### config.mk
export PLATFORM = sky130hd
export DESIGN_NAME = affine_pipe_n
export DESIGN_NICKNAME = d
export VERILOG_FILES = /design/src/rtl/affine_pipe_n.sv
export SDC_FILE = /design/constraint.sdc
export NUM_CORES = 1
export LEC_CHECK = 0
export CAP_MARGIN = 25
export CORE_MARGIN = 1
export CORE_UTILIZATION = 34
export DETAILED_ROUTE_END_ITERATION = 8
export GPL_TIMING_DRIVEN = 0
export SYNTH_ARGS = -nofsm -noshare
export SYNTH_HDL_FRONTEND = slang
export SYNTH_SLANG_ARGS = --single-unit
### constraint.sdc
create_clock -name clk -period 4.1 [get_ports clk]
set_input_delay 0.615 -clock clk [delete_from_list [all_inputs] [get_ports clk]]
set_output_delay 0.615 -clock clk [all_outputs]
set_load 0.03 [all_outputs]
### src/rtl/affine_pipe_n.sv
// affine_pipe_n: N-stage signed affine pipeline with valid/ready backpressure, saturation and overflow tagging
module affine_pipe_n #(
  parameter int W = 16,
  parameter int N_STAGES = 2,
  parameter logic [N_STAGES*W-1:0] K_VEC = {16'sd2, 16'sd3},
  parameter logic [N_STAGES*W-1:0] B_VEC = {16'sd7, 16'sd5},
  parameter bit SAT = 1'b1
) (
  input  logic                clk,
  input  logic                rst,
  input  logic                in_valid,
  output logic                in_ready,
  input  logic signed [W-1:0] X,
  output logic                out_valid,
  input  logic                out_ready,
  output logic signed [W-1:0] Y,
  output logic                out_ovf,
  output logic                ovf_sticky,
  input  logic                ovf_clr
);
  localparam int M = 2*W+1;
  logic [N_STAGES*W-1:0] d_q, d_d;
  logic [N_STAGES-1:0] v_q, v_d, o_q, o_d, ld;
  logic sticky_q, sticky_d, rdy_q, r0, acc, ovf;
  logic [(N_STAGES+1)*W-1:0] d_in;
  logic [N_STAGES:0] v_in, o_in;
  logic signed [M-1:0] pd, pk, pb, p;
  logic [W-1:0] f;
  logic unused_top;
  assign d_in = {d_q, X};
  assign v_in = {v_q, in_valid & rdy_q};
  assign o_in = {o_q, 1'b0};
  assign unused_top = ^{d_in[(N_STAGES+1)*W-1 -: W], v_in[N_STAGES], o_in[N_STAGES]};
  // ready chain from the output backwards, plus per-stage affine step and load/hold decision
  always_comb begin
    acc = out_ready;
    ld = '0;
    d_d = d_q;
    v_d = v_q;
    o_d = o_q;
    pd = '0;
    pk = '0;
    pb = '0;
    p = '0;
    ovf = 1'b0;
    f = '0;
    for (int i = N_STAGES-1; i >= 0; i--) begin
      acc = !v_q[i] | acc;
      ld[i] = acc & v_in[i];
      pd = M'($signed(d_in[i*W +: W]));
      pk = M'($signed(K_VEC[i*W +: W]));
      pb = M'($signed(B_VEC[i*W +: W]));
      p = pd * pk + pb;
      ovf = p[M-1:W-1] != {(W+2){p[W-1]}};
      f = (SAT && ovf) ? (p[M-1] ? {1'b1, {(W-1){1'b0}}} : {1'b0, {(W-1){1'b1}}}) : p[W-1:0];
      v_d[i] = acc ? v_in[i] : v_q[i];
      d_d[i*W +: W] = ld[i] ? f : d_q[i*W +: W];
      o_d[i] = ld[i] ? (o_in[i] | ovf) : o_q[i];
    end
    r0 = acc;
    sticky_d = (ld[N_STAGES-1] & o_d[N_STAGES-1]) | (sticky_q & !ovf_clr);
  end
  // stage registers; rdy_q holds off acceptance until the first edge after reset release
  always_ff @(posedge clk or posedge rst) begin
    if (rst) begin
      d_q <= '0;
      v_q <= '0;
      o_q <= '0;
      sticky_q <= 1'b0;
      rdy_q <= 1'b0;
    end else begin
      d_q <= d_d;
      v_q <= v_d;
      o_q <= o_d;
      sticky_q <= sticky_d;
      rdy_q <= 1'b1;
    end
  end
  assign in_ready = r0 & rdy_q;
  assign out_valid = v_q[N_STAGES-1];
  assign out_ovf = o_q[N_STAGES-1];
  assign Y = d_q[(N_STAGES-1)*W +: W];
  assign ovf_sticky = sticky_q;
endmodule

; Word-level counts from Yosys, hierarchy flattened
; Cells that the tools add are included.
[word_totals]
ff_bits = 38
input_bits = 21
out_inout_bits = 20
elab_cells = 31
[op_classes]
add_sub_neg = 2
n_mul = 1
eq_ne = 2
mux = 5
n_bitwise = 10
reduce_logical = 3
[ops]
columns = cell, n
row1 = 16-bit 2-to-1 mux, 4
row2 = 17-bit inequality test, 2
row3 = "19-bit by 4-bit adder with 20-bit output, second input constant", 1
row4 = "16-bit by 3-bit multiplier with 19-bit output, second input constant", 1
row5 = "17-bit by 4-bit adder with 18-bit output, second input constant", 1
row6 = 1-bit AND, 6
row7 = 1-bit bitwise OR, 4
row8 = 1-bit zero test, 3
row9 = 1-bit 2-to-1 mux, 1

; Logic depth before layout (Yosys ltp)
[logic_depth]
ltp_word = 6
ltp_mapped = 14

; Least setup slack after synthesis
; Ideal clock, no wire load.
[synth_timing]
path_type = input-to-reg
startpoint = input port X[2]
endpoint = register o_q[0]
setup_time_ns = 0.125
t_arrival_ns = 3.233
required_time_ns = 3.975
setup_slack_ns = 0.742
stages = 10
path_buffers = 0
path_cell_list = ha_1 > ha_1 > ha_1 > a311oi_2 > o211ai_2 > nor3b_4 > or3_4 > a2111oi_2 > nor3_1 > mux2_2
[synth_between]
elab_chain_cells = 3
[synth_lines]
columns = item, line_no
row1 = "start, declared", 13  ; input logic signed [W-1:0] X,
row2 = 16-bit by 3-bit multiplier with 19-bit output, 53  ; p = pd * pk + pb;
row3 = 19-bit by 4-bit adder with 20-bit output, 53
row4 = 17-bit inequality test, 54  ; ovf = p[M-1:W-1] != {(W+2){p[W-1]}};
row5 = "end signal, assigned", 68  ; o_q <= '0;
row6 = "end signal, assigned", 74  ; o_q <= o_d;
row7 = "end, declared", 23  ; logic [N_STAGES-1:0] v_q, v_d, o_q, o_d, ld;
; Every way passes these cells.
; A chain may end at the register's enable or synchronous reset.

; Worst setup path in the final report
[layout_timing]
startpoint = input port X[14]
endpoint = register d_q[1]
[layout_between]
elab_chain_cells = 4
word_cells_on_any_way = 5
classes_between = add/sub (1) / mul (1) / eq/ne (1) / mux (2)
[layout_lines]
columns = item, line_no
row1 = 16-bit by 3-bit multiplier with 19-bit output (*), 53
row2 = 19-bit by 4-bit adder with 20-bit output (*), 53
row3 = 17-bit inequality test or 16-bit 2-to-1 mux (tied branches), "54, 55"
row4 = 16-bit 2-to-1 mux (*), 55  ; f = (SAT && ovf) ? (p[M-1] ? {1'b1, {(W-1){1'b0}}} : {1'b0, {(W-1){1'b1}}}) : p[W-1:0];
row5 = "end signal, assigned", 66  ; d_q <= '0;
row6 = "end signal, assigned", 72  ; d_q <= d_d;
row7 = "end, declared", 22  ; logic [N_STAGES*W-1:0] d_q, d_d;
; Mark *: on every way between the ends. The rest lies on a longest branch, timed or not.

==> results.py <==
metrics = {
    "critical_path": {
        "critical_path.max_fanout": 10,
        "timing.critical_path.max_delay_family": "adder cells",
        "critical_path_required_ns": 4.27,
        "critical_path.slowest_cell": "sky130_fd_sc_hd__o41ai_1",
        "critical_path_buf_inv_count": 4,
        "critical_path.endpoint_type": "flop",
        "crit_path_start_kind": "primary input",
        "timing.critical_path.cells": "clkdlybuf4s50_1 > ha_1 > inv_1 > fa_1 > inv_1 > ha_1 > and3_1 > o41ai_1 > nor2_4 > nor2_1 > a41oi_4 > buf_6 > o221a_1",
        "crit_path_max_incr_delay_ns": 0.53,
        "critical_path_class": "primary input to flop",
        "arrival_ns": 4.00,
    },
    "placement": {
        "detailedPlace.worstSlack_ns": -0.03324,
        "place.port_buffers": 40,
        "place_inst": 519,
        "gp_congestion": 0.7564,
        "dp.final_hpwl_um": 5311,
    },
    "grt": {
        "antenna_found_initial": 0,
        "gr-total-overflow": 0,
        "grt_first_pass_wirelength_um": 11380,
        "grt_start_max_net_pins": 39,
        "via_count_of_the_first_global_routing_pass": 2552,
        "global_route_total_usage_across_every_layer_pct": 13.41,
    },
    "clock_tree": {
        "clk_pin_slew_ns": 0.07,
        "number_of_sinks_handled_by_clock_tree_synthesis": 38,
        "post_cts.repair.setup_buffers": 0,
        "max-clock-path-buffers": 2,
        "cts-resized-gates": 0,
        "cts-hold-fix-buffers": 0,
        "cts_inserted_buffers": 5,
        "cts-htree-levels": 2,
        "worst_skew_pair.late_latency_ns": 0.28,
        "cts_tree": "yes",
        "clock_tree.root_cell": "sky130_fd_sc_hd__clkbuf_8",
    },
    "layout": {
        "layout.nets": 461,
        "num_antenna_cells": 0,
        "utilization_pct": 41.85,
        "layout-area-overhead-vs-synth_pct": 20.03,
        "fill_cells": 998,
        "post_layout_nonfiller_instances": 526,
        "final_layout_size_suffix_gt1_share_pct": 14.50,
    },
    "power_and_ir_drop": {
        "vdd.ir_drop.worst_mv": 0.2380,
        "total_leakage_power_nw": 1.830,
        "power_density_nw_per_um2": 493.9,
    },
    "sta": {
        "clock_skew_ns": 0.006932,
        "final.hold.worst_slack_ns": 0.4787,
        "setup_viol": 0,
        "tightest_slew_ns": 0.7609,
        "grt_setup_unrepaired": "false",
        "fin_ws_ns": 0.2672,
        "finalHoldViolCount": 0,
        "fin_setup_tns_ns": 0,
        "worst_slew_margin_rel_pct": 49.20,
        "layout_worst_path_cycle_share_pct": 93.48,
        "max_freq_ghz": 0.2609,
        "post-route-min-period_ns": 3.833,
        "slew_violations": 0,
    },
    "logic_synthesis": {
        "synth_top_flop_cell": "sky130_fd_sc_hd__dfrtp_1",
        "yosysSeqAreaShare_pct": 28.03,
        "mappedNetlistNets": 414,
        "post_synth_inst_count": 346,
        "yosys_register_bits": 38,
        "synth_edf_count": 0,
        "postSynthAreaPerCell_um2": 9.803,
        "yosys_warnings": 0,
        "total_standard_cell_area_after_synthesis_um2": 3392,
        "post_synth_num_cell_types": 69,
        "ys_async_sr_fraction_pct": 100.0,
    },
    "drt": {
        "wl_per_cell_um": 12.14,
        "dr.first_iter.drc_count": 63,
        "postRouteAntennaNets": 0,
        "route.detailed.vias_per_inst": 5.019,
        "drt-total-wl_um": 6385,
        "drc_errors": 0,
        "dr.pass1.iters": 4,
        "routed-via-count": 2640,
    },
    "die": {
        "die_w_um": 101.9,
        "rows": 36,
        "chipHeight_um": 101.9,
        "die_area_um2": 10380,
        "io_pins": 41,
        "initial_utilization_pct": 34.86,
        "floorplan.core_area_um2": 9729,
    },
    "run": {
        "drv_cap": 0,
    },
    "run_status": {
        "status": "complete, no violations",
    },
    "min_path": {
        "hp_class": "flop to flop",
    },
}
## placed cells by master (no fill, tap or decap), types with 2 or more instances in the layout
cell	netlist	routed
sky130_fd_sc_hd__o31ai_1	2	2
sky130_fd_sc_hd__o21ai_0	8	8
sky130_fd_sc_hd__xor2_1	12	12
sky130_fd_sc_hd__buf_4	19	19
sky130_fd_sc_hd__xnor2_1	14	14
sky130_fd_sc_hd__a211oi_1	12	12
sky130_fd_sc_hd__nand4_1	8	8
sky130_fd_sc_hd__o22a_1	3	3
sky130_fd_sc_hd__clkbuf_8	0	6
sky130_fd_sc_hd__dfrtp_1	38	38
sky130_fd_sc_hd__nor3_1	2	2
sky130_fd_sc_hd__a21oi_1	16	16
sky130_fd_sc_hd__o21a_1	3	3
sky130_fd_sc_hd__o21ai_1	6	6
sky130_fd_sc_hd__a31oi_1	3	3
sky130_fd_sc_hd__nand3_1	4	4
sky130_fd_sc_hd__and4_1	2	2
sky130_fd_sc_hd__o221a_1	11	11
sky130_fd_sc_hd__clkdlybuf4s50_1	0	40
sky130_fd_sc_hd__o221a_2	2	2
sky130_fd_sc_hd__o41ai_1	2	2
sky130_fd_sc_hd__o21bai_1	2	2
sky130_fd_sc_hd__o211ai_2	2	2
sky130_fd_sc_hd__o211ai_1	2	2
sky130_fd_sc_hd__a21o_1	16	16
sky130_fd_sc_hd__and2_1	3	3
sky130_fd_sc_hd__nor2_1	11	11
sky130_fd_sc_hd__nand2b_1	3	3
sky130_fd_sc_hd__nand2_1	23	23
sky130_fd_sc_hd__a21o_2	2	2
sky130_fd_sc_hd__buf_2	6	6
sky130_fd_sc_hd__mux2_2	2	2
sky130_fd_sc_hd__clkbuf_1	7	7
sky130_fd_sc_hd__ha_1	46	46
sky130_fd_sc_hd__inv_1	12	11
sky130_fd_sc_hd__and3_1	6	6
sky130_fd_sc_hd__o31a_1	2	2
## state kept, by name, summed over array words and instances (netlist names)
name,cells
ovf_sticky,1
o_q,2
d_q,32
rdy_q,1
v_q,2
## synthesized netlist by cell type, types with 3 or more instances
master / count / area (µm²)
sky130_fd_sc_hd__ha_1: 46 / 575.6
sky130_fd_sc_hd__dfrtp_1: 38 / 950.9
sky130_fd_sc_hd__nand2_1: 23 / 86.33
sky130_fd_sc_hd__buf_4: 19 / 142.6
sky130_fd_sc_hd__a21o_1: 16 / 120.1
sky130_fd_sc_hd__a21oi_1: 16 / 80.08
sky130_fd_sc_hd__xnor2_1: 14 / 122.6
sky130_fd_sc_hd__a211oi_1: 12 / 90.09
sky130_fd_sc_hd__inv_1: 12 / 45.04
sky130_fd_sc_hd__xor2_1: 12 / 105.1
sky130_fd_sc_hd__nor2_1: 11 / 41.29
sky130_fd_sc_hd__o221a_1: 11 / 123.9
sky130_fd_sc_hd__nand4_1: 8 / 50.05
sky130_fd_sc_hd__o21ai_0: 8 / 40.04
sky130_fd_sc_hd__clkbuf_1: 7 / 26.28
sky130_fd_sc_hd__and3_1: 6 / 37.54
sky130_fd_sc_hd__buf_2: 6 / 30.03
sky130_fd_sc_hd__o21ai_1: 6 / 30.03
sky130_fd_sc_hd__nand3_1: 4 / 20.02
sky130_fd_sc_hd__a31oi_1: 3 / 18.77
sky130_fd_sc_hd__and2_1: 3 / 18.77
sky130_fd_sc_hd__nand2b_1: 3 / 18.77
sky130_fd_sc_hd__o21a_1: 3 / 22.52
sky130_fd_sc_hd__o22a_1: 3 / 26.28
## per-layer routing
metal | GRT usage, % | wire, µm | up-vias
met5 | 0 | 0 | -
met4 | 3.187 | 51 | 0
met3 | 2.394 | 236 | 5
met2 | 23.44 | 3045 | 45
met1 | 17.19 | 3051 | 1201
li1 | - | - | 1389
## cell families (layout without fill, tap and decap cells)
logic type,after synthesis,in the layout,synth area share [%]
flip-flops,38,38,28.03
buffers and inverters,45,92,7.525
AO/OA/AOI/OAI,111,111,26.56
adder cells (fa/ha/maj),47,47,17.56
multiplexers,2,2,0.6639
other,1,1,0.1106
XOR/XNOR,26,26,6.713
AND/OR/NAND/NOR,76,76,12.84
## worst min-delay path, delay by kind of cell, from the launching register on
family	cells	cell delay (ns)
DFF	1	0.35
and+or+nand+nor	1	0.05
AOI/OAI and AO/OA	1	0.05
## final timing paths
check	from	endpoint	slack, ns	cells past startpoint
worst max-delay path	X[14]	d_q[1]	0.27	13
worst min-delay path	d_q[22]	d_q[22]	0.48	2
worst max register to register	d_q[0]	d_q[24]	1.62	9
worst min register to register	d_q[22]	d_q[22]	0.48	2
max in group asynchronous	rst	d_q[3]	2.83	2
min in group asynchronous	rst	d_q[19]	0.78	2
## power breakdown
part	switching, mW	internal, mW	total (mW)
Clock	0.119	0.194	0.314
Sequential	0.110	0.506	0.616
Combinational	0.547	0.534	1.08
Total	0.776	1.23	2.01
## cell type report
| cell class | instances | area [µm²] | area share [%] |
|---|---|---|---|
| Buffer | 33 | 210.2 | 5.163 |
| Clock buffer | 6 | 82.58 | 2.028 |
| Clock inverter | 1 | 30.03 | 0.7376 |
| Inverter | 12 | 45.04 | 1.106 |
| Multi-Input combinational cell | 263 | 2186 | 53.69 |
| Sequential cell | 38 | 950.9 | 23.36 |
| Tap cell | 133 | 166.4 | 4.087 |
| Timing Repair Buffer | 40 | 400.4 | 9.834 |
## stage by stage
step                power, mW  instance area (µm²)
finish                  2.011                 4071
global placement        1.694                 3959
CTS                     2.037                 4071
detailed placement      1.712                 3959
floorplan               1.404                 3392
global route            2.165                 4071
Note: power is estimated with default switching activity, not from simulation.
